**src/rtl/div_control_32_pkg.sv**
```systemverilog
// Shared constants for the divide sequencer: state encoding, default core
// latency and the quotient returned for a zero divisor.
package div_control_32_pkg;

  typedef enum logic [1:0] {
    ST_IDLE = 2'd0,
    ST_BUSY = 2'd1,
    ST_FIX  = 2'd2
  } state_e;

  localparam int          DEFAULT_LATENCY   = 4;
  localparam logic [31:0] DIV_ZERO_QUOTIENT = 32'hFFFF_FFFF;

endpackage

```
**src/rtl/div_control_32_if.sv**
```systemverilog
// Request/result and core-side signals of the divide sequencer, plus a debug
// view of the FSM state.
interface div_control_32_if;
  import div_control_32_pkg::*;

  // Handshake: a request is taken on a rising edge where in_start and
  // out_ready are both high; out_done pulses for one cycle per result.
  logic        in_start;
  logic [31:0] in_dividend;
  logic [31:0] in_divisor;
  logic        out_ready;
  logic        out_done;
  logic [31:0] out_lo;
  logic [31:0] out_hi;
  logic        out_div_by_zero;
  logic [31:0] out_div_dividend;
  logic [31:0] out_div_divisor;
  logic [31:0] in_div_quotient;
  logic [31:0] in_div_remainder;
  state_e      dbg_state;

  modport slave (
    input  in_start, in_dividend, in_divisor, in_div_quotient, in_div_remainder,
    output out_ready, out_done, out_lo, out_hi, out_div_by_zero,
           out_div_dividend, out_div_divisor, dbg_state
  );

  modport master (
    output in_start, in_dividend, in_divisor, in_div_quotient, in_div_remainder,
    input  out_ready, out_done, out_lo, out_hi, out_div_by_zero,
           out_div_dividend, out_div_divisor, dbg_state
  );

endinterface

```
**src/rtl/div_control_32_negate_32.sv**
```systemverilog
// Conditional two's-complement negate, used for operand magnitudes and for
// restoring result signs.
module negate_32 (
  input  logic [31:0] in_x,
  input  logic        in_en,
  output logic [31:0] out_y
);

  assign out_y = in_en ? (~in_x + 32'd1) : in_x;

endmodule

```
**src/rtl/div_control_32.sv**
```systemverilog
// Signed sequencer around the unsigned pipelined divider core: takes signed
// operands, feeds magnitudes to the core, and sign-corrects quotient/remainder.
module div_control_32
  import div_control_32_pkg::*;
#(
  parameter int LATENCY = DEFAULT_LATENCY
) (
  input logic              clk,
  input logic              in_reset_n,
  div_control_32_if.slave  bus
);

  localparam int CW = (LATENCY > 1) ? $clog2(LATENCY) : 1;

  state_e         state_q, state_d;
  logic [CW-1:0]  cnt_q, cnt_d;
  logic           q_neg_q, r_neg_q;
  logic           done_q;
  logic           dz_q;
  logic [31:0]    lo_q, hi_q;
  logic [31:0]    div_dividend_q, div_divisor_q;
  logic           load_ops, cap_result, cap_zero;
  logic [31:0]    mag_dividend, mag_divisor, q_fixed, r_fixed;

  negate_32 u_mag_dividend (.in_x(bus.in_dividend), .in_en(bus.in_dividend[31]), .out_y(mag_dividend));
  negate_32 u_mag_divisor  (.in_x(bus.in_divisor),  .in_en(bus.in_divisor[31]),  .out_y(mag_divisor));
  negate_32 u_fix_quotient (.in_x(bus.in_div_quotient),  .in_en(q_neg_q), .out_y(q_fixed));
  negate_32 u_fix_remainder(.in_x(bus.in_div_remainder), .in_en(r_neg_q), .out_y(r_fixed));

  always_comb begin
    state_d    = state_q;
    cnt_d      = cnt_q;
    load_ops   = 1'b0;
    cap_result = 1'b0;
    cap_zero   = 1'b0;
    unique case (state_q)
      ST_IDLE: begin
        if (bus.in_start) begin
          // A zero divisor never touches the core; answer on the next edge.
          if (bus.in_divisor == 32'd0) begin
            cap_zero = 1'b1;
          end else begin
            load_ops = 1'b1;
            cnt_d    = CW'(LATENCY - 1);
            state_d  = ST_BUSY;
          end
        end
      end
      ST_BUSY: begin
        if (cnt_q == '0) state_d = ST_FIX;
        else             cnt_d   = cnt_q - CW'(1);
      end
      ST_FIX: begin
        cap_result = 1'b1;
        state_d    = ST_IDLE;
      end
      default: state_d = ST_IDLE;
    endcase
  end

  always_ff @(posedge clk or negedge in_reset_n) begin
    if (!in_reset_n) begin
      state_q        <= ST_IDLE;
      cnt_q          <= '0;
      q_neg_q        <= 1'b0;
      r_neg_q        <= 1'b0;
      done_q         <= 1'b0;
      dz_q           <= 1'b0;
      lo_q           <= 32'd0;
      hi_q           <= 32'd0;
      div_dividend_q <= 32'd0;
      div_divisor_q  <= 32'd0;
    end else begin
      state_q <= state_d;
      cnt_q   <= cnt_d;
      done_q  <= cap_result | cap_zero;
      // Core operands stay frozen outside of an accept: the core samples
      // different dividend bytes in different pipeline stages.
      if (load_ops) begin
        div_dividend_q <= mag_dividend;
        div_divisor_q  <= mag_divisor;
        q_neg_q        <= bus.in_dividend[31] ^ bus.in_divisor[31];
        r_neg_q        <= bus.in_dividend[31];
      end
      if (cap_zero) begin
        lo_q <= DIV_ZERO_QUOTIENT;
        hi_q <= bus.in_dividend;
        dz_q <= 1'b1;
      end
      if (cap_result) begin
        lo_q <= q_fixed;
        hi_q <= r_fixed;
        dz_q <= 1'b0;
      end
    end
  end

  assign bus.out_ready        = (state_q == ST_IDLE);
  assign bus.out_done         = done_q;
  assign bus.out_lo           = lo_q;
  assign bus.out_hi           = hi_q;
  assign bus.out_div_by_zero  = dz_q;
  assign bus.out_div_dividend = div_dividend_q;
  assign bus.out_div_divisor  = div_divisor_q;
  assign bus.dbg_state        = state_q;

endmodule

```
**src/flat_wrapper.sv**
```systemverilog
// flat-port wrapper written by rule: the top's interface ports become plain ports
module div_control_32_flat import div_control_32_pkg::*;
#(
  parameter int LATENCY = DEFAULT_LATENCY
)
  (clk, in_reset_n, bus_in_start, bus_in_dividend, bus_in_divisor, bus_in_div_quotient, bus_in_div_remainder, bus_out_ready, bus_out_done, bus_out_lo, bus_out_hi, bus_out_div_by_zero, bus_out_div_dividend, bus_out_div_divisor, bus_dbg_state);
  div_control_32_if bus_i ();
  input logic clk;
  input logic in_reset_n;
  input wire logic [$bits(bus_i.in_start)-1:0] bus_in_start;
  input wire logic [$bits(bus_i.in_dividend)-1:0] bus_in_dividend;
  input wire logic [$bits(bus_i.in_divisor)-1:0] bus_in_divisor;
  input wire logic [$bits(bus_i.in_div_quotient)-1:0] bus_in_div_quotient;
  input wire logic [$bits(bus_i.in_div_remainder)-1:0] bus_in_div_remainder;
  output wire logic [$bits(bus_i.out_ready)-1:0] bus_out_ready;
  output wire logic [$bits(bus_i.out_done)-1:0] bus_out_done;
  output wire logic [$bits(bus_i.out_lo)-1:0] bus_out_lo;
  output wire logic [$bits(bus_i.out_hi)-1:0] bus_out_hi;
  output wire logic [$bits(bus_i.out_div_by_zero)-1:0] bus_out_div_by_zero;
  output wire logic [$bits(bus_i.out_div_dividend)-1:0] bus_out_div_dividend;
  output wire logic [$bits(bus_i.out_div_divisor)-1:0] bus_out_div_divisor;
  output wire logic [$bits(bus_i.dbg_state)-1:0] bus_dbg_state;
  assign bus_i.in_start = bus_in_start;
  assign bus_i.in_dividend = bus_in_dividend;
  assign bus_i.in_divisor = bus_in_divisor;
  assign bus_i.in_div_quotient = bus_in_div_quotient;
  assign bus_i.in_div_remainder = bus_in_div_remainder;
  assign bus_out_ready = bus_i.out_ready;
  assign bus_out_done = bus_i.out_done;
  assign bus_out_lo = bus_i.out_lo;
  assign bus_out_hi = bus_i.out_hi;
  assign bus_out_div_by_zero = bus_i.out_div_by_zero;
  assign bus_out_div_dividend = bus_i.out_div_dividend;
  assign bus_out_div_divisor = bus_i.out_div_divisor;
  assign bus_dbg_state = bus_i.dbg_state;
  div_control_32 #(.LATENCY(LATENCY)) u_core (.clk(clk), .in_reset_n(in_reset_n), .bus(bus_i));
endmodule
```
**config.mk**
```make
export PLATFORM = sky130hd
export DESIGN_NAME = div_control_32_flat
export DESIGN_NICKNAME = d
export VERILOG_FILES = /design/src/rtl/div_control_32_pkg.sv /design/src/rtl/div_control_32_if.sv /design/src/rtl/div_control_32_negate_32.sv /design/src/rtl/div_control_32.sv /design/src/flat_wrapper.sv
export SDC_FILE = /design/constraint.sdc
export NUM_CORES = 1
export LEC_CHECK = 0
export CORE_MARGIN = 2
export CORE_UTILIZATION = 30
export CTS_CLUSTER_SIZE = 40
export DETAILED_ROUTE_END_ITERATION = 8
export PLACE_DENSITY_LB_ADDON = 0.08
export SLEW_MARGIN = 5
export SYNTH_ARGS = -nofsm -noshare
export SYNTH_HDL_FRONTEND = slang
export SYNTH_SLANG_ARGS = --single-unit
```
**constraint.sdc**
```tcl
create_clock -name clk -period 3.8 [get_ports clk]
set_clock_uncertainty 0.1 [all_clocks]
set_input_delay 0.95 -clock clk [delete_from_list [all_inputs] [get_ports clk]]
set_output_delay 0.95 -clock clk [all_outputs]
set_load 0.02 [all_outputs]
```
==> results of run 1 <==
[per-layer routing]
metal  vias up  wire (um)  track usage (%)  part of all wire [%]
met3        24       1348            3.801                   5.0
met4         2        386            4.794                   1.4
met5         -         13                0                 0.048
met1      3423      13110            27.42                    49
met2       181      12010            28.48                    45
li1       3498          -                -                     -
[stage by stage]
| step | instance area (um2) | worst slack, ns |
|---|---|---|
| 6_report | 12090 | 0.5496 |
| 5_1_grt | 12090 | 0.3676 |
| 4_1_cts | 12090 | 0.5323 |
| 3_5_place_dp | 11490 | 0.1175 |
| 3_3_place_gp | 11490 | 0.1718 |
| 2_1_floorplan | 8235 | 0.7434 |
[synth_stat cells, drive strengths merged, types with 10 or more instances]
master / number
dfrtp: 136
mux2: 64
xnor2: 63
mux2i: 58
xor2: 54
nand2: 51
nor2: 42
o31ai: 38
o21ai: 34
clkbuf: 33
a22oi: 29
o41ai: 28
nor4: 26
inv: 13
nand3: 13
nor3: 11
or4: 10
[flip-flops by register name, indices dropped and copies added (netlist names)]
name / count
u_core.bus.out_done: 1
u_core.bus.out_lo: 32
u_core.cnt_q: 2
u_core.bus.out_div_divisor: 32
u_core.bus.dbg_state: 2
u_core.bus.out_div_dividend: 32
u_core.bus.out_div_by_zero: 1
u_core.bus.out_hi: 32
u_core.r_neg_q: 1
u_core.q_neg_q: 1
[where the power goes]
group,total (mW),internal (mW),switching (mW)
sequential,2.63,2.15,0.479
combinational,4.36,2.26,2.10
clock,1.74,1.04,0.703
total,8.73,5.45,3.28
[cell type report]
cell class / instances / area [um2]
fill: 2595 / 14860
inverter: 13 / 48.80
tap: 341 / 426.7
clock buffer: 18 / 429.2
timing repair buffer: 306 / 2994
clock inverter: 14 / 171.4
multi-input combinational: 598 / 4614
sequential: 136 / 3403
[kinds of logic (layout without fill, tap and decap cells)]
family                   after synthesis  count (layout)
AO/OA/AOI/OAI                        151             151
flip-flops                           136             136
AND/OR/NAND/NOR                      203             203
adder cells (fa/ha/maj)                5               5
multiplexers                         122             122
XOR/XNOR                             117             117
buffers and inverters                 55             351
[path summary, 6_finish.rpt]
kind                                                 from                         endpoint  slack, ns  cells after the start
hold / removal             u_core.bus.out_div_divisor[25]   u_core.bus.out_div_divisor[25]       0.38                      1
max in group asynchronous                      in_reset_n            u_core.bus.out_lo[10]       2.36                      2
setup reg to reg                  u_core.bus.dbg_state[1]            u_core.bus.out_hi[31]       1.47                      6
min in group asynchronous                      in_reset_n  u_core.bus.out_div_dividend[20]       0.42                      1
hold reg to reg            u_core.bus.out_div_divisor[25]   u_core.bus.out_div_divisor[25]       0.38                      1
setup / recovery                        bus_in_divisor[0]   u_core.bus.out_div_divisor[15]       0.55                      9
==> results by group, run 1 <==
Pwr
  • Peak supply drop: roughly 0.00026 V
  • Leakage dissipation: 4.991 nW
  • Power per cell area: 722.2 nW/um2
  • Power, Total: between 8 and 9 mW

Synthesis
  • Post-Synthesis Cells: approximately 790
  • Seq/Total Area, Yosys: between 40% and 50%
  • Largest family of logic cells by synthesized area: multiplexers
  • Synth async-reset ratio: between 90% and 100%
  • Top-area cell type share of the netlist area: between 40 and 50%
  • Area share of fa/ha/maj cells after synthesis: 0.7596%
  • Post-synthesis instance area: between 8000 and 9000 um2
  • Yosys cell types: 53
  • Simple-gate area share of the yosys netlist: between 10% and 20%
  • Synth area leaders: dfrtp_1 41%, mux2i_1 7.0%, xnor2_1 6.7%
  • Post-synthesis mux area share: 16.26%
  • EDFF count, synth: 0
  • Xor/xnor cell area share of the yosys netlist: between 10% and 20%
  • Mean post-synth cell area: around 10 um2
  • Dominant cell type by area after synthesis: dfrtp_1
  • Synth Flop Type: dfrtp_1
  • Mapped Nets: about 930
  • Synth Area in Compound Gates: about an eighth
  • Yosys Warn Count: 0
  • Register bit total from synthesis: roughly 140

CTS
  • CTS tree: yes
  • H-Tree Depth: 4
  • Clock Tree Buf Depth: 2
  • Sink Count: approximately 140
  • CTS Hold Buffers Added: 0
  • Clock-pin slew on the worst setup and hold paths: around 0.060 ns
  • Number of setup buffers added after CTS: 0
  • CTS Buf Count: 17
  • CTS root buf: clkbuf_16
  • Cells resized by post-CTS repair: 0
  • Clock Latency Late Sink: 0.42 ns

STA
  • RSZ-0062 raised after global routing: no
  • Worst-Margin Slew: about 1.0 ns
  • Slew Limit Headroom: between 30% and 40%
  • Fin. max-slew vios: 0
  • Fmax: approximately 310 MHz
  • Fin. Hold Viols: 0
  • Fin crit period: 3.250 ns
  • Final setup fails: 0
  • Hold slack: between 0.3 and 0.4 ns
  • Final period util: 85.54%
  • Setup TNS: 0 ns

Floorplanning
  • Initial Util: just over 30%
  • Site Rows: 60
  • Die Span X: roughly 170 um
  • Core area: roughly 27000 um2
  • Die area: 28790 um2
  • IO Count: between 200 and 300
  • Die Span Y: 169.7 um

Placement
  • Routability cong.: 0.8387
  • Post-DP HPWL: 20370 um
  • Number of port buffers: between 200 and 300
  • Dpl cells: 1394

Critical path
  • CP delay by family, top: simple AND/OR/NAND/NOR gates
  • WP buf/inv: 3
  • CP max FO: 21
  • Slowest cell on crit path: clkdlybuf4s50_1
  • Type of element launching the critical path: primary input
  • CP Cell Sequence: clkdlybuf4s50_1 > inv_1 > ha_1 > nor3b_1 > nand4_1 > nor3_4 > a21oi_4 > buf_4 > mux2_4
  • CP required: ~4 ns
  • Crit. End Element: flop
  • Crit path kind: primary input to flop
  • Critical path data arrival time: ~3.5 ns
  • Crit-path max cell delay: ~0.48 ns

Flow run
  • Maximum capacitance violations: 0

Detailed routing
  • Drt wl/cell: roughly 19 um
  • Via density: around 5
  • DR vias: between 7k and 8k
  • DR pass1 iterations: 8
  • DRC: 0
  • Final ANT Viol Nets: 0
  • Initial DRC Count: between 400 and 500
  • Drt total wl: between 20000 and 30000 um

Finish
  • Most frequent cells in the layout: 262 x clkdlybuf4s50_1, 136 x dfrtp_1, 63 x xnor2_1
  • P&R area growth vs syn: 46.78%
  • Proportion of layout cells with a drive suffix above 1: between 10% and 20%
  • Fin nets: about 1.2k
  • Final Core Density: 44.85%
  • N_diodes: 0
  • Commonest non-fill, non-tap cell in the layout: clkdlybuf4s50_1
  • Final Non-Filler Cells: 1426

Global routing
  • Gr ovfl total: 0
  • Initial antenna violation count: 1
  • Number of global-route vias before repair: ~7k
  • All-Layer GR Usage: 18.84%
  • Largest net degree at the start of global routing: 62
  • First-pass GRT wire length: 41860 um

Hold path
  • Hold crit path type: flop to flop

Status
  • Status: completed
(Power assumes the default switching activity.)
==> run 2: changes to the inputs <==
--- a/config.mk
+++ b/config.mk
@@ -6,10 +6,12 @@
 export NUM_CORES = 1
 export LEC_CHECK = 0
 export CORE_MARGIN = 2
-export CORE_UTILIZATION = 30
+export CORE_UTILIZATION = 51
 export CTS_CLUSTER_SIZE = 40
 export DETAILED_ROUTE_END_ITERATION = 8
 export PLACE_DENSITY_LB_ADDON = 0.08
+export SETUP_SLACK_MARGIN = 0.2
+export SKIP_LAST_GASP = 1
 export SLEW_MARGIN = 5
 export SYNTH_ARGS = -nofsm -noshare
 export SYNTH_HDL_FRONTEND = slang
==> results by group, run 2 (synthesis results as in run 1) <==
Status
  • Status: completed

Placement
  • Number of port buffers: 263 (unchanged)
  • Post-DP HPWL: 17890 um (-12%)
  • Dpl cells: 1260 (-9.6%)
  • Routability cong.: 0.8338 (-0.58%)

Pwr
  • P_sw: 3.236 mW (-1.5%)
  • Internal cell power: 5.599 mW (+2.8%)
  • Power per cell area: 741.5 nW/um2 (+2.7%)
  • Clock power share: 20.9% (+1.0 points)
  • Combinational power share: 49.1% (-0.9 points)
  • Leakage dissipation: 4.970 nW (-0.42%)
  • Reg power frac: 30.0% (about the same)
  • Net Sw Frac: 36.63% (-0.99 points)
  • Peak supply drop: 0.0004764 V (+85%)

Critical path
  • Crit path kind: primary input to flop
  • CP max FO: 56 (+170%)
  • Crit. End Element: flop
  • R2R Setup Slk: 1.47 ns (about the same)
  • Critical path data arrival time: 3.45 ns (about the same)
  • CP required: 4.00 ns (about the same)
  • Type of element launching the critical path: primary input

Global routing
  • All-Layer GR Usage: 28.31% (+9.5 points)
  • First-pass GRT wire length: 37340 um (-11%)
  • Largest net degree at the start of global routing: 57 (-8.1%)
  • Number of global-route vias before repair: 6997 (-2.5%)
  • Initial antenna violation count: 0 (-1)
  • Gr ovfl total: 0 (unchanged)

Floorplanning
  • Die Span X: 131.1 um (-23%)
  • Die area: 17180 um2 (-40%)
  • IO Count: 264 (unchanged)
  • Site Rows: 46 (-23%)
  • Initial Util: 52.03% (+21 points)
  • Core area: 15830 um2 (-41%)
  • Die Span Y: 131.1 um (-23%)

Finish
  • Final Non-Filler Cells: 1291 (-9.5%)
  • Fin nets: 1199 (-0.75%)
  • Commonest non-fill, non-tap cell in the layout: clkdlybuf4s50_1
  • P&R area growth vs syn: 44.68%
  • N_diodes: 0 (unchanged)
  • Most frequent cells in the layout: 262 x clkdlybuf4s50_1, 136 x dfrtp_1, 63 x xnor2_1
  • Proportion of layout cells with a drive suffix above 1: 13.02% (-0.80 points)
  • Final Core Density: 75.28% (+30 points)

STA
  • Fmax: 308.3 MHz (+0.20%)
  • Final period util: 85.36% (-0.17 points)
  • Fin. max-slew vios: 0 (unchanged)
  • RSZ-0062 raised after global routing: no
  • Slew Limit Headroom: 30.74% (+0.28 points)
  • Fin crit period: 3.244 ns (-0.006615 ns)
  • Setup TNS: 0 ns (unchanged)
  • Fin. Hold Viols: 0 (unchanged)
  • Worst-Margin Slew: 1.039 ns (-0.004269 ns)
  • Final setup fails: 0 (unchanged)

Detailed routing
  • DR pass1 iterations: 4 (-4)
  • Final ANT Viol Nets: 0 (unchanged)
  • Drt total wl: 24280 um (-9.6%)
  • DR vias: 7375 (+3.5%)
  • Drt wl/cell: 18.81 um (-0.18%)
  • Via density: 5.713 (+14%)
  • Initial DRC Count: 510 (+21%)
  • DRC: 0 (unchanged)

Flow run
  • Maximum capacitance violations: 0 (unchanged)

Hold path
  • Hold crit path type: primary input to asynchronous set/reset pin

CTS
  • Sink Count: 136 (unchanged)
  • CTS root buf: clkbuf_16
  • H-Tree Depth: 4 (unchanged)
  • CTS Hold Buffers Added: 0 (unchanged)
  • CTS Buf Count: 17 (unchanged)
  • CTS tree: yes
  • Clock-pin slew on the worst setup and hold paths: 0.06 ns (about the same)
  • Number of setup buffers added after CTS: 0 (unchanged)
  • Cells resized by post-CTS repair: 0 (unchanged)
  • Clock Tree Buf Depth: 2 (unchanged)
  • Clock Latency Late Sink: 0.42 ns (about the same)
==> run 2: cell count changes in the layout (fill, tap and decap cells not counted), sizes merged <==
cell | before | now
clkinv | 4 | 2
buf | 44 | 35
clkbuf | 18 | 20
inv | 17 | 14
bufinv | 3 | 5
==> run 2: layout make-up <==
| type | count | area, um2 |
|---|---|---|
| Tap cell | 216 | 270.3 |
| Timing Repair Buffer | 297 | 2927 |
| Clock inverter | 11 | 195.2 |
| Inverter | 13 | 48.80 |
| Clock buffer | 20 | 456.7 |
| Fill cell | 1147 | 3913 |
| Sequential cell | 136 | 3403 |
| Multi-Input combinational cell | 598 | 4614 |
==> run 2: power groups by stage <==
stage	logic, mW	registers (mW)	clock network, mW
floorplan	1.63	3.35	0
global placement	4.26	2.64	0
detailed placement	4.35	2.66	0
CTS	4.38	2.65	1.86
global route	4.63	2.74	1.92
finish	4.34	2.65	1.84
==> run 2: metrics by stage <==
stage / setup WS [ns] / cell area [um2] / power [mW] / hold WS, ns
finish: 0.5562 / 11920 / 8.835 / 0.3836
global route: 0.4157 / 11920 / 9.290 / 0.3975
detailed placement: 0.1351 / 11260 / 7.010 / 0.3805
global placement: 0.1776 / 11260 / 6.906 / 0.3646
CTS: 0.5776 / 11920 / 8.888 / 0.3937
floorplan: 0.7434 / 8235 / 4.982 / 0.3763
==> run 2: final timing paths <==
check	start	to	depth (start not counted)
max	bus_in_divisor[24]	u_core.bus.out_div_dividend[9]	7
min	in_reset_n	u_core.bus.out_div_dividend[22]	1
max reg2reg	u_core.bus.dbg_state[1]	u_core.bus.out_div_dividend[9]	4
min reg2reg	u_core.bus.out_div_divisor[29]	u_core.bus.out_div_divisor[29]	1
max in group asynchronous	in_reset_n	u_core.bus.out_hi[29]	2
min in group clk	u_core.bus.out_div_divisor[29]	u_core.bus.out_div_divisor[29]	1
==> run 2: per-layer routing <==
| layer | vias to the layer above | wire length, um | global-route usage, % |
|---|---|---|---|
| met5 | - | 0 | 0 |
| met4 | 0 | 518 | 9.887 |
| met3 | 34 | 1805 | 6.818 |
| met2 | 276 | 11260 | 43.49 |
| met1 | 3593 | 10700 | 39.34 |
| li1 | 3472 | - | - |
==> run 2: worst max-delay path, stage by stage <==
cell and delay (ns):
clkdlybuf4s50_1 0.46, or4_4 0.55, or3_4 0.42, nor3_4 0.29, a21oi_4 0.16, buf_12 0.25, mux2_2 0.32
==> run 3: changes to the inputs <==
--- a/config.mk
+++ b/config.mk
@@ -5,8 +5,11 @@
 export SDC_FILE = /design/constraint.sdc
 export NUM_CORES = 1
 export LEC_CHECK = 0
+export CELL_PAD_IN_SITES_DETAIL_PLACEMENT = 1
+export CELL_PAD_IN_SITES_GLOBAL_PLACEMENT = 2
+export CORE_ASPECT_RATIO = 0.9
 export CORE_MARGIN = 2
-export CORE_UTILIZATION = 51
+export CORE_UTILIZATION = 31
 export CTS_CLUSTER_SIZE = 40
 export DETAILED_ROUTE_END_ITERATION = 8
 export PLACE_DENSITY_LB_ADDON = 0.08
==> results by group, run 3 (synthesis results as in run 1) <==
STA
  • Fin crit period: 3.231 ns (-0.01238 ns)
  • Final setup fails: 0 (unchanged)
  • Fmax: 309.5 MHz (+0.38%)
  • Final period util: 85.04% (-0.33 points)
  • Slew Limit Headroom: 27.36% (-3.4 points)
  • Setup TNS: 0 ns (unchanged)
  • Fin. Hold Viols: 0 (unchanged)
  • Worst-Margin Slew: 1.090 ns (+0.05063 ns)
  • Hold slack: 0.3905 ns (+0.006906 ns)
  • RSZ-0062 raised after global routing: no
  • Fin. max-slew vios: 0 (unchanged)

Floorplanning
  • Core area: 26070 um2 (+65%)
  • Site Rows: 56 (+22%)
  • Initial Util: 31.60% (-20 points)
  • IO Count: 264 (unchanged)
  • Die Span X: 175.8 um (+34%)
  • Die area: 27890 um2 (+62%)
  • Die Span Y: 158.6 um (+21%)

Flow run
  • Maximum capacitance violations: 0 (unchanged)

Finish
  • Most frequent cells in the layout: 262 x clkdlybuf4s50_1, 136 x dfrtp_1, 63 x xnor2_1
  • N_diodes: 0 (unchanged)
  • Proportion of layout cells with a drive suffix above 1: 14.22% (+1.2 points)
  • P&R area growth vs syn: 47.33%
  • Commonest non-fill, non-tap cell in the layout: clkdlybuf4s50_1
  • Fin nets: 1213 (+1.2%)

Placement
  • Routability cong.: 0.7831 (-6.1%)
  • Post-DP HPWL: 21690 um (+21%)
  • Number of port buffers: 263 (unchanged)

Detailed routing
  • Initial DRC Count: 386 (-24%)
  • Drt wl/cell: 20.11 um (+6.9%)
  • Final ANT Viol Nets: 0 (unchanged)
  • DR vias: 7259 (-1.6%)
  • DR pass1 iterations: 4 (unchanged)
  • Drt total wl: 28910 um (+19%)
  • Via density: 5.048 (-12%)
  • DRC: 0 (unchanged)

Critical path
  • R2R Path End: u_core.bus.out_hi[31]
  • Slowest cell on crit path: nor4_1
  • CP max FO: 4 (-93%)
  • WP buf/inv: 2 (unchanged)
  • CP Cell Sequence: clkdlybuf4s50_1 > nor4_1 > buf_4 > nand4_1 > o41ai_1 > xnor2_1 > mux2_2
  • Setup crit start: bus_in_dividend[13]
  • CP delay by family, top: simple AND/OR/NAND/NOR gates
  • CP endpoint: u_core.bus.out_div_dividend[17]
  • Crit-path max cell delay: 0.80 ns (+0.25 ns)
  • Crit. End Element: flop
  • Critical path depth: 7 (unchanged)
  • R2R Setup Slk: 1.43 ns (-0.04 ns)
  • Path depth of the worst reg2reg path: 6 (+2)
  • R2R Path Start: u_core.bus.dbg_state[1]
  • Type of element launching the critical path: primary input
  • CP required: 4.01 ns (about the same)
  • Crit path kind: primary input to flop
  • Critical path data arrival time: 3.44 ns (about the same)

Status
  • Status: completed

CTS
  • Clock Tree Buf Depth: 2 (unchanged)
  • CTS root buf: clkbuf_16
  • Clock Latency Late Sink: 0.42 ns (about the same)
  • H-Tree Depth: 4 (unchanged)
  • CTS Hold Buffers Added: 0 (unchanged)
  • CTS Buf Count: 17 (unchanged)
  • CTS tree: yes
  • Cells resized by post-CTS repair: 0 (unchanged)
  • Number of setup buffers added after CTS: 0 (unchanged)
  • Clock-pin slew on the worst setup and hold paths: 0.07 ns (about the same)
  • Sink Count: 136 (unchanged)

Pwr
  • Peak supply drop: 0.0003423 V (-28%)
  • Leakage dissipation: 5.009 nW (+0.78%)
  • Power per cell area: 720.9 nW/um2 (-2.8%)

Hold path
  • Hold crit path type: primary input to asynchronous set/reset pin

Global routing
  • Initial antenna violation count: 0 (unchanged)
  • Gr ovfl total: 0 (unchanged)
  • First-pass GRT wire length: 44690 um (+20%)
  • Largest net degree at the start of global routing: 76 (+33%)
  • Number of global-route vias before repair: 7467 (+6.7%)
  • All-Layer GR Usage: 20.85% (-7.5 points)
[run 3: changes by cell type in the layout (fill, tap and decap cells not counted)]
cell / previous run / this run
buf_4: 31 / 44
clkinv_2: 1 / 2
clkinv_4: 1 / 2
inv_6: 1 / 3
clkbuf_8: 2 / 1
clkinvlp_4: 3 / 4
bufinv_16: 5 / 2
buf_12: 3 / 4
[run 3: stage by stage]
stage | util, % | std cells | instance area [um2] | power, mW | worst slack (ns)
2_1_floorplan | - | 789 | 8235 | 4.982 | 0.7434
3_3_place_gp | 44.30 | 1406 | 11550 | 7.057 | 0.1996
3_5_place_dp | 44.30 | 1406 | 11550 | 7.112 | 0.1508
4_1_cts | 46.55 | 1438 | 12130 | 8.852 | 0.5580
5_1_grt | 46.55 | 1438 | 12130 | 9.307 | 0.3163
6_report | 46.55 | 1438 | 12130 | 8.746 | 0.5686
[run 3: final cells by class]
cell class	count	area, um2
flip-flops and latches	136	3403
multi-input cells	598	4614
repair buffers	311	3044
clock inverters	13	143.9
inverters	13	48.80
clock buffers	19	442.9
well taps	348	435.4
fillers	2865	13930
[run 3: metal layers]
layer  GRT usage, %  wire length [um]
met1          31.01             14800
met2          30.71             12430
met3          4.441              1320
met4          4.880               357
met5              0                 0
[run 3: how the worst min path moves through the flow]
stage                                         startpoint                         endpoint  slack [ns]
final                                         in_reset_n  u_core.bus.out_div_dividend[22]        0.39
after global routing      u_core.bus.out_div_divisor[12]   u_core.bus.out_div_divisor[12]        0.42
after CTS                     u_core.bus.out_div_by_zero       u_core.bus.out_div_by_zero        0.39
after detailed placement      u_core.bus.out_div_by_zero       u_core.bus.out_div_by_zero        0.37
after global placement        u_core.bus.out_div_by_zero       u_core.bus.out_div_by_zero        0.37
after floorplan                          u_core.cnt_q[1]                  u_core.cnt_q[1]        0.38
[run 3: report_power, final]
group | switching [mW] | internal [mW]
sequential | 0.500 | 2.15
clock | 0.705 | 0.990
combinational | 2.14 | 2.27
==> patch 1, RTL diff (flow settings as in run 1) <==
`DIV_ZERO_QUOTIENT`: 32'hFFFF_FFFF -> 32'h7FFFFFFF.
--- a/src/rtl/div_control_32_pkg.sv
+++ b/src/rtl/div_control_32_pkg.sv
@@ -9,7 +9,7 @@
   } state_e;
 
   localparam int          DEFAULT_LATENCY   = 4;
-  localparam logic [31:0] DIV_ZERO_QUOTIENT = 32'hFFFF_FFFF;
+  localparam logic [31:0] DIV_ZERO_QUOTIENT = 32'h7FFFFFFF;
 
 endpackage
 
Formal check against the unedited RTL: not equivalent (a bounded check fails within 4 cycles, from zero or initial values and one cycle with in_reset_n low).
==> patch 1 against run 1 <==
  * Power fell by 3.0%
  * Via count rose by 3.4%
  * Sequential share of layout area rose by 0.58 points
  * Sequential cell count did not move
  * Count of clock-buffer cells in the layout fell by 1
  * Wire length rose by 1.0%
  * Fmax fell by 9.5%
  * Final area fell by 2.0%
  * Sequential power barely moved
  * Synthesized area fell by 3.9%
  * Worst setup slack got worse by 340 ps
  * Critical endpoint is now u_core.bus.out_div_dividend[20]
==> patch 1: results (changes against run 1) <==
RUN_STATUS='completed'  # unchanged
CRIT_END='u_core.bus.out_div_dividend[20]'  # was u_core.bus.out_div_divisor[15]
RR_ENDPOINT='u_core.bus.out_hi[21]'  # was u_core.bus.out_hi[31]
HP-START='u_core.cnt_q[0]'  # was u_core.bus.out_div_divisor[25]
AVGROUTEDWIREPERCELL_UM=18.2  # was 18.8 um
GRT_FIRST_PASS_WIRELENGTH_UM=42100  # was 41900 um
SYN-NUM-NETS=988  # was 925
LEAKAGEPOWER_nW=4.98  # was 4.99 nW
FINAL_NET_COUNT=1278  # was 1208
YOSYSUNIQUECELLTYPES=39  # was 53
DETAILROUTE.VIA_COUNT=7368  # was 7128
WORST_SLEW_PIN_SLEW_PS=989  # was 1040 ps
GRT_START_MAX_NET_PINS=80  # was 62
CELL_COUNT_OF_THE_WORST_REG_TO_REG_PATH=6  # unchanged
INTERNAL_PORTION_OF_TOTAL_POWER_mW=5.06  # was 5.45 mW
SETUP.REG_TO_REG.WORST_SLACK_PS=1550  # was 1470 ps
FIRSTDRTPASSITERS=4  # was 8
NUMBER_OF_GLOBAL_ROUTE_VIAS_BEFORE_REPAIR=7249  # was 7173
AVGSYNTHCELLAREA_UM2=9.29  # was 10.4 um^2
DRIVE_GT1_FRAC=0.0928  # was 0.138
CP_SLOWEST_STAGE_DELAY_PS=540  # was 480 ps
POST_SYNTH_MOST_FREQUENT_CELLS='dfrtp_1, xor2_1, nor2_1, a21oi_1, o21ai_0'  # was dfrtp_1, xnor2_1, mux2i_1, xor2_1, nand2_1
DETAILEDROUTE.FIRSTITERATIONVIOLATIONS=449  # was 420
YS_SEQ_AREA_FRAC=0.430  # was 0.413
TOTALWIRELENGTH_UM=27100  # was 26900 um
ANTENNA_FOUND_INITIAL=3  # was 1
PEAKVDDDROP_V=0.000323  # was 0.000257 V
FINALWEIGHTEDCONGESTION=0.824  # was 0.839
CRITICAL_PATH_FANOUTS_MAX=44  # was 21
CRITICAL_PATH.SLOWEST_CELL='or4_4'  # was clkdlybuf4s50_1
[patch 1: area by class of cell]
| class | instances | area (um^2) | share of cell area |
|---|---|---|---|
| multi-input cells | 649 | 4270 | 0.360 |
| flip-flops and latches | 136 | 3400 | 0.287 |
| repair buffers | 323 | 3180 | 0.268 |
| clock buffers | 17 | 425 | 0.0359 |
| well taps | 335 | 419 | 0.0354 |
| clock inverters | 13 | 86.3 | 0.00729 |
| inverters | 15 | 56.3 | 0.00475 |
| diodes | 3 | 7.51 | 0.000634 |
[patch 1: power groups by stage]
stage / Combinational [mW] / Clock, mW / Sequential, mW
2_1_floorplan: 1.46 / 0 / 3.38
3_3_place_gp: 4.38 / 0 / 2.64
3_5_place_dp: 4.42 / 0 / 2.63
4_1_cts: 4.42 / 1.53 / 2.63
5_1_grt: 4.73 / 1.59 / 2.72
6_report: 4.37 / 1.48 / 2.62
[patch 1: metal layers]
metal,GRT usage,up-vias,wire [um]
li1,-,3663,-
met1,0.281,3471,13500
met2,0.282,215,11700
met3,0.0473,19,1570
met4,0.0547,0,395
met5,0,-,0
[patch 1: through the flow]
| step | utilization | hold WS, ps | setup slack [ps] | setup TNS [ps] | area [um^2] |
|---|---|---|---|---|---|
| global placement | 0.435 | 368 | -256 | -19800 | 11300 |
| global route | 0.456 | 396 | 41.4 | 0 | 11800 |
| finish | 0.456 | 378 | 208 | 0 | 11800 |
| floorplan | - | 345 | 359 | 0 | 7920 |
| detailed placement | 0.435 | 363 | -304 | -20930 | 11300 |
| CTS | 0.454 | 380 | 116 | 0 | 11800 |
[patch 1: worst min-delay path by stage]
stage                            endpoint  slack, ps  depth (start not counted)
2_1_floorplan             u_core.cnt_q[0]        340                          1
4_1_cts                   u_core.cnt_q[0]        380                          1
3_5_place_dp   u_core.bus.out_div_by_zero        360                          2
3_3_place_gp              u_core.cnt_q[0]        370                          1
5_1_grt                   u_core.cnt_q[0]        400                          1
6_report                  u_core.cnt_q[0]        380                          1
[patch 1: cells by family after synthesis]
group | count (synthesis) | share of synthesized area
muxes | 54 | 0.0687
AOI/OAI and AO/OA | 230 | 0.177
buffers and inverters | 67 | 0.0351
and+or+nand+nor | 241 | 0.149
xor gates and xnor gates | 119 | 0.132
adders and majority gates | 5 | 0.00790
DFF | 136 | 0.430
[patch 1: worst reg2reg max path: stages (launching register included)]
cell and delay [ps]:
dfrtp_1 460, nor2_1 290, nand2_1 180, or4_4 580, buf_12 200, mux2i_1 200
mux2i_1 90
==> patch 2, RTL diff (flow settings as in run 1) <==
Made on the original files. Reset style: synchronous (`in_reset_n`), changed in one clocked block.
--- a/src/rtl/div_control_32.sv
+++ b/src/rtl/div_control_32.sv
@@ -58,7 +58,7 @@
     endcase
   end
 
-  always_ff @(posedge clk or negedge in_reset_n) begin
+  always_ff @(posedge clk) begin
     if (!in_reset_n) begin
       state_q        <= ST_IDLE;
       cnt_q          <= '0;
Behaviour: differs if in_reset_n is asserted again (counterexample within 4 cycles, from zero or initial values and one cycle with in_reset_n low); with in_reset_n held inactive, the same outputs for 4 cycles.
==> patch 2 against run 1 <==
  * Fmax decreased by 5.6%
  * Critical path depth decreased by 2
  * Worst setup slack got worse by 190 ps
  * Final area decreased by 1.1%
  * Count of clock-buffer cells in the layout increased by 4
  * First-iteration DRC count increased by 63%
  * Synthesized area decreased by 3.3%
  * Wire length increased by 14%
  * Sequential cell count unchanged
  * Critical path type unchanged
Power is not compared: it rests on default switching activity, and its combinational part moved more than twofold at a synthesized area within 25%.
==> patch 2: results (changes against run 1) <==
WORST_SLEW_MARGIN_REL=0.211  # was 0.305
SETUP-VIOLATIONS-FINAL=0  # unchanged
FINALWEIGHTEDCONGESTION=0.826  # was 0.839
MUX_CONTRIBUTION_TO_SYNTHESIZED_AREA=0.0289  # was 0.163
YOSYSUNIQUECELLTYPES=64  # was 53
HP-CLASS='flop to flop'  # unchanged
YS_SEQ_AREA_FRAC=0.342  # was 0.413
NUMBER_OF_GLOBAL_ROUTE_VIAS_BEFORE_REPAIR=7978  # was 7173
ASYNC_SET_RESET_FLOP_SHARE_OUT_OF_SYNTHESIS=0  # was 1.00
DETAILROUTE.VIA_COUNT=8341  # was 7128
SYNTH-ADDER-AREA-SHARE=0.00786  # was 0.00760
TOTALWIRELENGTH_UM=30500  # was 26900 um
PLACE.DETAILED.HPWL_UM=23000  # was 20400 um
CRITICAL_PATH_FANOUTS_MAX=49  # was 21
MULTIINPUTGATEAREA_MM2=0.00481  # was 0.00461 mm^2
DETAILEDROUTE.FIRSTITERATIONVIOLATIONS=684  # was 420
POST_CTS_BUFFERS=0  # unchanged
SYNTH_COMPOUND_GATE_AREA_SHARE=0.298  # was 0.132
WORSTSETUPSTARTPOINT='bus_in_divisor[21]'  # was bus_in_divisor[0]
HP-START='u_core.bus.out_lo[1]'  # was u_core.bus.out_div_divisor[25]
CP_SLOWEST_STAGE_DELAY_PS=680  # was 480 ps
ANTENNA-DIODE-COUNT=0  # unchanged
SYN-NUM-NETS=1039  # was 925
PLACEMENT.CELL_AREA_MM2=0.0114  # was 0.0115 mm^2
GRT_FIRST_PASS_WIRELENGTH_UM=47000  # was 41900 um
YS_TOP_CELLS_BY_AREA='dfxtp_1, xor2_1, a211oi_1, a21oi_1, o221a_1'  # was dfrtp_1, mux2i_1, xnor2_1, mux2_2, xor2_1
FINAL_NET_COUNT=1337  # was 1208
RUN_STATUS='completed'  # unchanged
RESIZED_CELLS_POST_CTS=0  # unchanged
TOTAL_ROUTING_RESOURCE_UTILIZATION_AFTER_GLOBAL_ROUTING=0.214  # was 0.188
WORST_SKEW_PAIR.LATE_LATENCY_PS=420  # about the same
POST_SYNTH_MOST_FREQUENT_CELLS='dfxtp_1, a21oi_1, xor2_1, a211oi_1, clkbuf_1'  # was dfrtp_1, xnor2_1, mux2i_1, xor2_1, nand2_1
REG_TO_REG_STARTPOINT='u_core.bus.dbg_state[0]'  # was u_core.bus.dbg_state[1]
ANTENNA_FOUND_INITIAL=0  # was 1
HTREE_NUM_LEVELS=4  # unchanged
WP_DATA_ARRIVAL_PS=3630  # was 3450 ps
FIRSTDRTPASSITERS=5  # was 8
PEAKVDDDROP_V=0.000260
GRT-OVFL-TOTAL=0  # unchanged
POST_SYNTH_XOR_AREA_FRACTION=0.116  # was 0.124
CRITICAL_PATH.SLOWEST_CELL='or4_2'  # was clkdlybuf4s50_1
IO_BUF_COUNT=263  # unchanged
GRT_START_MAX_NET_PINS=71  # was 62
DRIVE_GT1_FRAC=0.124  # was 0.138
FINAL.FILL_COUNT=2595  # unchanged
-- patch 2: path summary, 6_finish.rpt --
path | endpoint | slack (ps) | depth (start not counted)
worst min register to register | u_core.bus.out_lo[1] | 370 | 1
worst max register to register | u_core.bus.out_lo[2] | 1390 | 3
worst max-delay path | u_core.bus.out_div_dividend[14] | 360 | 7
worst min-delay path | u_core.bus.out_lo[1] | 370 | 1
-- patch 2: critical path, delay by kind of cell --
| kind | cells | cell delay (ps) |
|---|---|---|
| AOI/OAI and AO/OA | 2 | 240 |
| and+or+nand+nor | 3 | 1720 |
| buffers and inverters | 2 | 700 |
-- patch 2: power by group through the flow --
| stage | Clock (mW) | Combinational (mW) | Sequential [mW] |
|---|---|---|---|
| final | 1.62 | 1.12 | 1.60 |
| after CTS | 1.65 | 1.13 | 1.60 |
| after floorplan | 0 | 0.427 | 1.74 |
| after global placement | 0 | 1.12 | 1.63 |
| after detailed placement | 0 | 1.12 | 1.63 |
| after global routing | 1.71 | 1.21 | 1.61 |
-- patch 2: stage by stage --
step,cells,setup slack (ps)
finish,1548,358
CTS,1548,369
detailed placement,1517,-66.2
global route,1548,171
floorplan,903,459
global placement,1517,-62.6
-- patch 2: logic make-up (layout without fill, tap and decap cells) --
| logic type | after synthesis | in the layout |
|---|---|---|
| buffers and inverters | 96 | 406 |
| AOI/OAI and AO/OA | 331 | 331 |
| adders and majority gates | 5 | 5 |
| xor gates and xnor gates | 105 | 105 |
| and+or+nand+nor | 207 | 207 |
| muxes | 23 | 23 |
| DFF | 136 | 136 |
-- patch 2: area by class of cell --
type	count	area share
clock buffer	22	0.0380
clock inverter	9	0.00847
inverter	17	0.00534
multi-input combinational	671	0.402
sequential	136	0.228
tap	335	0.0350
timing repair buffer	358	0.284
-- patch 2: metal layers --
metal,track usage,share of wire,vias up,wire (um)
li1,-,-,4080,-
met2,0.322,0.44,266,13500
met1,0.300,0.47,3953,14400
met4,0.0720,0.027,0,830
met5,0,0,-,0
met3,0.0504,0.059,42,1820
